## src/rtl/vga_timing_pkg.sv

```systemverilog
`default_nettype none
// ============================================================================
//  Module   : vga_timing_pkg
//  Brief    : Shared types, counter widths and timing helper for the VGA
//             sync decoder.
//  Revision : 1.0 - initial release
// ============================================================================
package vga_timing_pkg;

    localparam int HCNT_W = 11;
    localparam int VCNT_W = 10;
    localparam int GOOD_W = 3;

    // Lock-tracking state machine.
    typedef enum logic [1:0] {
        SEARCH = 2'd0,
        CHECK  = 2'd1,
        LOCKED = 2'd2
    } sync_state_e;

    // Derived timing: totals and first-visible counter positions.
    typedef struct packed {
        logic [HCNT_W-1:0] h_tot;
        logic [VCNT_W-1:0] v_tot;
        logic [HCNT_W-1:0] h_act;
        logic [VCNT_W-1:0] v_act;
    } timing_t;

    function automatic timing_t calc_timing(
        input int h_sync,
        input int h_back,
        input int h_disp,
        input int h_front,
        input int v_sync,
        input int v_back,
        input int v_disp,
        input int v_front
    );
        timing_t t;
        t.h_tot = HCNT_W'(h_sync + h_back + h_disp + h_front);
        t.v_tot = VCNT_W'(v_sync + v_back + v_disp + v_front);
        t.h_act = HCNT_W'(h_sync + h_back);
        t.v_act = VCNT_W'(v_sync + v_back);
        return t;
    endfunction

endpackage
`default_nettype wire

```

## src/rtl/vga_edge_detect.sv

```systemverilog
`default_nettype none
// ============================================================================
//  Module   : vga_edge_detect
//  Brief    : Two-flop synchronizer plus delay flop; flags a falling edge of
//             an asynchronous sync input.
//  Revision : 1.0 - initial release
// ============================================================================
module vga_edge_detect (
    input  logic clk,
    input  logic reset,
    input  logic sync_i,
    output logic fall_o
);

    logic meta_q;
    logic sync_q;
    logic dly_q;

    // Synchronize the input, then keep one extra stage for edge detection.
    always_ff @(posedge clk or posedge reset) begin
        if (reset) begin
            meta_q <= 1'b0;
            sync_q <= 1'b0;
            dly_q  <= 1'b0;
        end else begin
            meta_q <= sync_i;
            sync_q <= meta_q;
            dly_q  <= sync_q;
        end
    end

    // Flops reset low, so an input that is already high never fakes an edge.
    assign fall_o = dly_q & ~sync_q;

endmodule
`default_nettype wire

```

## src/rtl/vga_sync_decoder.sv

```systemverilog
`default_nettype none
// ============================================================================
//  Module   : vga_sync_decoder
//  Brief    : Recovers pixel coordinates from VGA hsync/vsync, measures line
//             and frame lengths and tracks lock against the nominal timing.
//  Revision : 1.0 - initial release
// ============================================================================
module vga_sync_decoder
    import vga_timing_pkg::*;
#(
    parameter int H_SYNC      = 96,
    parameter int H_BACK      = 48,
    parameter int H_DISP      = 640,
    parameter int H_FRONT     = 16,
    parameter int V_SYNC      = 2,
    parameter int V_BACK      = 33,
    parameter int V_DISP      = 480,
    parameter int V_FRONT     = 10,
    parameter int LOCK_FRAMES = 2
) (
    input  logic        clk,
    input  logic        reset,
    input  logic        hSync,
    input  logic        vSync,
    output logic [9:0]  x,
    output logic [9:0]  y,
    output logic        active,
    output logic        lineStart,
    output logic        frameStart,
    output logic        locked,
    output logic        err,
    output logic [10:0] hTotal,
    output logic [9:0]  vTotal
);

    localparam timing_t c_TIMING = calc_timing(H_SYNC, H_BACK, H_DISP, H_FRONT,
                                               V_SYNC, V_BACK, V_DISP, V_FRONT);
    localparam logic [HCNT_W-1:0] c_H_TOT = c_TIMING.h_tot;
    localparam logic [VCNT_W-1:0] c_V_TOT = c_TIMING.v_tot;
    localparam logic [HCNT_W-1:0] c_H_ACT = c_TIMING.h_act;
    localparam logic [VCNT_W-1:0] c_V_ACT = c_TIMING.v_act;
    localparam logic [HCNT_W-1:0] c_H_END = c_TIMING.h_act + HCNT_W'(H_DISP);
    localparam logic [VCNT_W-1:0] c_V_END = c_TIMING.v_act + VCNT_W'(V_DISP);
    localparam logic [HCNT_W-1:0] c_H_MAX = '1;
    localparam logic [VCNT_W-1:0] c_V_MAX = '1;
    localparam logic [GOOD_W-1:0] c_LOCK  = GOOD_W'(LOCK_FRAMES);

    logic w_hFall;
    logic w_vFall;

    logic [HCNT_W-1:0] hCount_q, hCount_d;
    logic [VCNT_W-1:0] vCount_q, vCount_d;
    logic [HCNT_W-1:0] hTotal_q;
    logic [VCNT_W-1:0] vTotal_q;
    logic              lineStart_q;
    logic              frameStart_q;

    sync_state_e       state_q, state_d;
    logic [GOOD_W-1:0] good_q, good_d;
    logic              frameBad_q, frameBad_d;
    logic              hSeen_q, hSeen_d;
    logic              err_q, err_d;

    logic [HCNT_W-1:0] w_hInc;
    logic [VCNT_W-1:0] w_vInc;
    logic [GOOD_W-1:0] w_goodInc;
    logic              w_badLine;
    logic              w_vBad;
    logic              w_hSatHit;
    logic              w_lockFail;
    logic              w_inWindow;

    vga_edge_detect u_hsync_edge (
        .clk    (clk),
        .reset  (reset),
        .sync_i (hSync),
        .fall_o (w_hFall)
    );

    vga_edge_detect u_vsync_edge (
        .clk    (clk),
        .reset  (reset),
        .sync_i (vSync),
        .fall_o (w_vFall)
    );

    assign w_hInc    = hCount_q + 1'b1;
    assign w_vInc    = vCount_q + 1'b1;
    assign w_goodInc = good_q + 1'b1;
    assign w_badLine = w_hFall & hSeen_q & (w_hInc != c_H_TOT);
    assign w_vBad    = (w_vInc != c_V_TOT);
    // Fires on the edge that moves hCount onto its saturation value.
    assign w_hSatHit = ~w_hFall & (hCount_q == c_H_MAX - 1'b1);
    assign w_lockFail = w_badLine | (w_vFall & w_vBad) | w_hSatHit;

    // Saturating pixel/line counters; vsync edge wins over hsync edge.
    always_comb begin
        hCount_d = hCount_q;
        vCount_d = vCount_q;
        if (w_hFall) begin
            hCount_d = '0;
        end else if (hCount_q != c_H_MAX) begin
            hCount_d = w_hInc;
        end
        if (w_vFall) begin
            vCount_d = '0;
        end else if (w_hFall && (vCount_q != c_V_MAX)) begin
            vCount_d = w_vInc;
        end
    end

    // Counter, measurement and edge-pulse registers.
    always_ff @(posedge clk or posedge reset) begin
        if (reset) begin
            hCount_q     <= '0;
            vCount_q     <= '0;
            hTotal_q     <= '0;
            vTotal_q     <= '0;
            lineStart_q  <= 1'b0;
            frameStart_q <= 1'b0;
        end else begin
            hCount_q     <= hCount_d;
            vCount_q     <= vCount_d;
            lineStart_q  <= w_hFall;
            frameStart_q <= w_vFall;
            if (w_hFall) begin
                hTotal_q <= w_hInc;
            end
            if (w_vFall) begin
                vTotal_q <= w_vInc;
            end
        end
    end

    // Lock FSM state register together with its tracking flags.
    always_ff @(posedge clk or posedge reset) begin
        if (reset) begin
            state_q    <= SEARCH;
            good_q     <= '0;
            frameBad_q <= 1'b0;
            hSeen_q    <= 1'b0;
            err_q      <= 1'b0;
        end else begin
            state_q    <= state_d;
            good_q     <= good_d;
            frameBad_q <= frameBad_d;
            hSeen_q    <= hSeen_d;
            err_q      <= err_d;
        end
    end

    // Lock FSM next-state logic: qualify frames, count good ones, drop lock.
    always_comb begin
        state_d    = state_q;
        good_d     = good_q;
        frameBad_d = frameBad_q;
        hSeen_d    = hSeen_q;
        if (w_hFall) begin
            hSeen_d = 1'b1;
        end
        if (w_vFall) begin
            frameBad_d = 1'b0;
        end else if (w_badLine) begin
            frameBad_d = 1'b1;
        end
        case (state_q)
            SEARCH: begin
                if (w_vFall) begin
                    state_d = CHECK;
                    good_d  = '0;
                end
            end
            CHECK: begin
                if (w_hSatHit) begin
                    state_d = SEARCH;
                    hSeen_d = 1'b0;
                    good_d  = '0;
                end else if (w_vFall) begin
                    if (!frameBad_q && !w_badLine && !w_vBad) begin
                        good_d = w_goodInc;
                        if (w_goodInc == c_LOCK) begin
                            state_d = LOCKED;
                        end
                    end else begin
                        good_d = '0;
                    end
                end
            end
            LOCKED: begin
                if (w_lockFail) begin
                    state_d = SEARCH;
                    hSeen_d = 1'b0;
                    good_d  = '0;
                end
            end
            default: begin
                state_d = SEARCH;
            end
        endcase
    end

    // Lock FSM outputs: loss-of-lock pulse and the display window decode.
    always_comb begin
        err_d      = (state_q == LOCKED) & w_lockFail;
        w_inWindow = (hCount_q >= c_H_ACT) && (hCount_q < c_H_END) &&
                     (vCount_q >= c_V_ACT) && (vCount_q < c_V_END);
        active     = (state_q == LOCKED) && w_inWindow;
        x          = '0;
        y          = '0;
        if (active) begin
            x = 10'(hCount_q - c_H_ACT);
            y = 10'(vCount_q - c_V_ACT);
        end
    end

    assign locked     = (state_q == LOCKED);
    assign err        = err_q;
    assign lineStart  = lineStart_q;
    assign frameStart = frameStart_q;
    assign hTotal     = hTotal_q;
    assign vTotal     = vTotal_q;

endmodule
`default_nettype wire

```

## config.mk

```make
export PLATFORM = sky130hd
export DESIGN_NAME = vga_sync_decoder
export DESIGN_NICKNAME = d
export VERILOG_FILES = /design/src/rtl/vga_timing_pkg.sv /design/src/rtl/vga_edge_detect.sv /design/src/rtl/vga_sync_decoder.sv
export SDC_FILE = /design/constraint.sdc
export NUM_CORES = 1
export LEC_CHECK = 0
export ABC_AREA = 1
export BUFFER_PORTS_ARGS = -buffer_cell sky130_fd_sc_hd__buf_2
export CORE_MARGIN = 1.5
export CORE_UTILIZATION = 38
export CTS_CLUSTER_SIZE = 40
export DETAILED_ROUTE_END_ITERATION = 7
export PLACE_DENSITY = 0.65
export SYNTH_ARGS = -nofsm -noshare
export SYNTH_HDL_FRONTEND = slang
export SYNTH_HIERARCHICAL = 1
export SYNTH_SLANG_ARGS = --single-unit
```

## constraint.sdc

```tcl
create_clock -name clk -period 2.4 [get_ports clk]
set_input_delay 0.36 -clock clk [delete_from_list [all_inputs] [get_ports clk]]
set_output_delay 0.36 -clock clk [all_outputs]
set_load 0.1 [all_outputs]
```

==> results.cfg <==
[global_routing]
grt_use_total_pct = 17.7
grt_max_degree = 53
grt-ovfl-total = 0
grt_pass1_wl_um = 13500
grt_pass1_vias = 2942
antenna_found_initial = 0

[synth]
synth_commonest_cells = nand2_1 (105), dfrtp_1 (58), inv_1 (58)
synth_warnings = 6
syn-num-nets = 437
ys_seq_area_share_pct = 43.4
syn_area_sq_um = 3340
synth_largest_area_cell = dfrtp_1
async_flop_share_pct = 100
syn_area_per_cell_sq_um = 7.98
synth_cell_type_count = 44
yosysMostFrequentCell = nand2_1
ys_ff_latch = 58
synth_edf_count = 0
synth_top_area_share_pct = 43.4
synth_area_leaders = dfrtp_1 (43%), nand2_1 (12%), inv_1 (6.5%)
syn_inst = 419
synthFlopType = dfrtp_1

[clock_tree]
clkLatencyLatePin_ns = 0.35
cts_root_buffer = clkbuf_8
clk_pin_slew_worst_paths_ns = 0.07
cts_tree = done
cts_max_level = 3
cts_buffer_depth = 2
clock-sinks = 58
cts_made_buffers = 9

[timing]
worstMarginPinSlew_ns = 0.553
final-setup-viol-count = 21
rsz0062_at_grt = yes
fin_ws_ns = -0.243
period_share_pct = 110
finalClockSkew_ns = 0.0179
hold_viol_final = 0
min_period_ns = 2.64
relSlewSlack_pct = 63.1
slew_viol_final = 0
fmax_mhz = 378

[placement]
place_hpwl_um = 6200
routabilityCongestion = 0.950
placement.io_buffers = 49
placed_area_sq_um = 4370
dp_cells = 592

[worst_setup_path]
required_ns = 2.04
cp_num_buf_inv = 3
r2r_cells = 16
reg2reg_from = hCount_q[0]
r2r_slack_ns = 0.22
worstSetupPathType = reg -> out
critPathCaptureType = primary output
path_max_fanout = 9
crit_start = vCount_q[0]
path_cells = ha_2 > or2_4 > nor2_4 > a31oi_1 > nor3_1 > and2_4 > inv_8 > buf_12 > nor2_4 > buf_12
startpoint_type = flip-flop
cp_top_family = simple AND/OR/NAND/NOR gates
cp_slowest_cell = dfrtp_1
slowest_delay_ns = 0.39
cp.arrival_ns = 2.28
r2r_end = state_q[0]

[power]
comb_power_share_pct = 34.0
switching_share_pct = 39.4
p_seq_share_pct = 37.0
p_int_mw = 1.86
pwr-share-clk_pct = 29.0
ir_drop_mv = 0.600
p_leak_nw = 2.31
pwr_density_cell_nw_per_um2 = 657
switchingPower_mw = 1.21

[worst_hold_path]
holdPathEnd = u_hsync_edge/meta_q
hold_path_class = in -> reg
hold_path_depth = 1
holdCritStartpoint = hSync

[cells_and_area]
syn_to_final_growth_pct = 40.2
antenna_cells = 0
instances_no_fill = 615
final_cell_area_sq_um = 4680
nNetsFinal = 521
regArea_sq_um = 1450
drive_gt1_share_pct = 31.2
n_fill_cell = 784
multiInputGateArea_sq_um = 1800

[run]
cap_violations = 0

[routing]
dr_total_vias = 3009
firstDrtPassIters = 5
routed_wl_um = 8170
drc = 0
wl_per_cell_um = 13.3
drt_iter0_drc = 132
final_antenna_net_count = 0
vias_per_cell = 4.89

[die]
die_w_um = 96.8
core_sq_um = 8640
die_area_sq_um = 9370
rows = 34
die_y_um = 96.8
ios = 50
initial_utilization_pct = 38.7

[outcome]
violations = setup timing
status = complete, but fails checks
cells in the final DEF (no fill, tap or decap), types with 3 or more instances in the layout:
master	count
a21oi_1	4
a21oi_4	3
a31oi_1	4
buf_12	23
buf_2	28
buf_4	28
clkbuf_8	10
dfrtp_1	58
ha_1	12
inv_1	57
inv_2	3
nand2_1	104
nand2_2	4
nand3_1	11
nand3_2	6
nand4_1	8
nor2_1	27
nor2_2	9
nor2_4	16
nor3_1	5
o21ai_0	30
o21ai_1	4
o22ai_1	11
xor2_1	6
layout make-up:
| type | count | share of cell area, % |
|---|---|---|
| Clock buffer | 10 | 2.94 |
| Clock inverter | 5 | 1.18 |
| Inverter | 62 | 5.13 |
| Multi-Input combinational cell | 289 | 38.4 |
| Sequential cell | 58 | 31.0 |
| Tap cell | 108 | 2.88 |
| Timing Repair Buffer | 83 | 18.5 |
metrics by stage:
| step | hold WS (ns) | power [mW] | setup TNS (ns) | setup WS [ns] | utilization [%] |
|---|---|---|---|---|---|
| floorplan | 0.114 | 1.96 | -8.55 | -0.617 | - |
| global placement | 0.254 | 2.16 | 0 | 0.0712 | 50.6 |
| detailed placement | 0.258 | 2.18 | 0 | 0.00857 | 50.6 |
| CTS | 0.103 | 3.09 | -4.24 | -0.271 | 53.5 |
| global route | 0.100 | 3.23 | -6.91 | -0.377 | 54.2 |
| finish | 0.114 | 3.08 | -4.12 | -0.243 | 54.2 |
worst max-delay path by stage:
stage,end,slack (ns),cells after the start
floorplan,y[5],-0.62,12
global placement,y[0],0.07,13
detailed placement,y[4],0.009,13
CTS,x[4],-0.27,10
global route,x[4],-0.38,10
finish,x[4],-0.24,10
cell families (layout without fill, tap and decap cells):
| family | Yosys count | in the layout | synth area share (%) |
|---|---|---|---|
| adder cells (fa/ha/maj) | 14 | 14 | 5.24 |
| AND/OR/NAND/NOR | 206 | 206 | 30.6 |
| XOR/XNOR | 8 | 8 | 2.10 |
| flip-flops | 58 | 58 | 43.4 |
| buffers and inverters | 72 | 160 | 8.50 |
| AO/OA/AOI/OAI | 61 | 61 | 10.1 |
layer usage:
metal | GRT usage [%] | part of all wire [%]
met5 | 0 | 0
met4 | 8.36 | 2.5
met3 | 3.54 | 3.7
met2 | 30.8 | 51
met1 | 21.0 | 43
registers in the layout, indices dropped and copies added (netlist names):
signal / count
err: 1
frameBad_q: 1
frameStart: 1
good_q: 3
hCount_q: 11
hSeen_q: 1
hTotal: 11
lineStart: 1
state_q: 2
u_hsync_edge/dly_q: 1
u_hsync_edge/meta_q: 1
u_hsync_edge/sync_q: 1
u_vsync_edge/dly_q: 1
u_vsync_edge/meta_q: 1
u_vsync_edge/sync_q: 1
vCount_q: 10
vTotal: 10
power by group through the flow:
stage / Sequential [mW] / Combinational [mW] / Clock (mW)
5_1_grt: 1.15 / 1.13 / 0.958
2_1_floorplan: 1.44 / 0.516 / 0
3_3_place_gp: 1.15 / 1.01 / 0
4_1_cts: 1.14 / 1.04 / 0.913
6_report: 1.14 / 1.05 / 0.891
3_5_place_dp: 1.16 / 1.02 / 0
timing repair:
action | 4_1_cts | 5_1_grt
hold buffers | 1 | 0
gates cloned | 0 | 1
setup endpoints to repair | 20 | 23
buffers inserted | 3 | 3
endpoints found under the hold margin | 6 | 0
gates resized for setup | 6 | 4
pin swaps | 3 | 1
No activity file was read; power rests on OpenSTA's default activity.
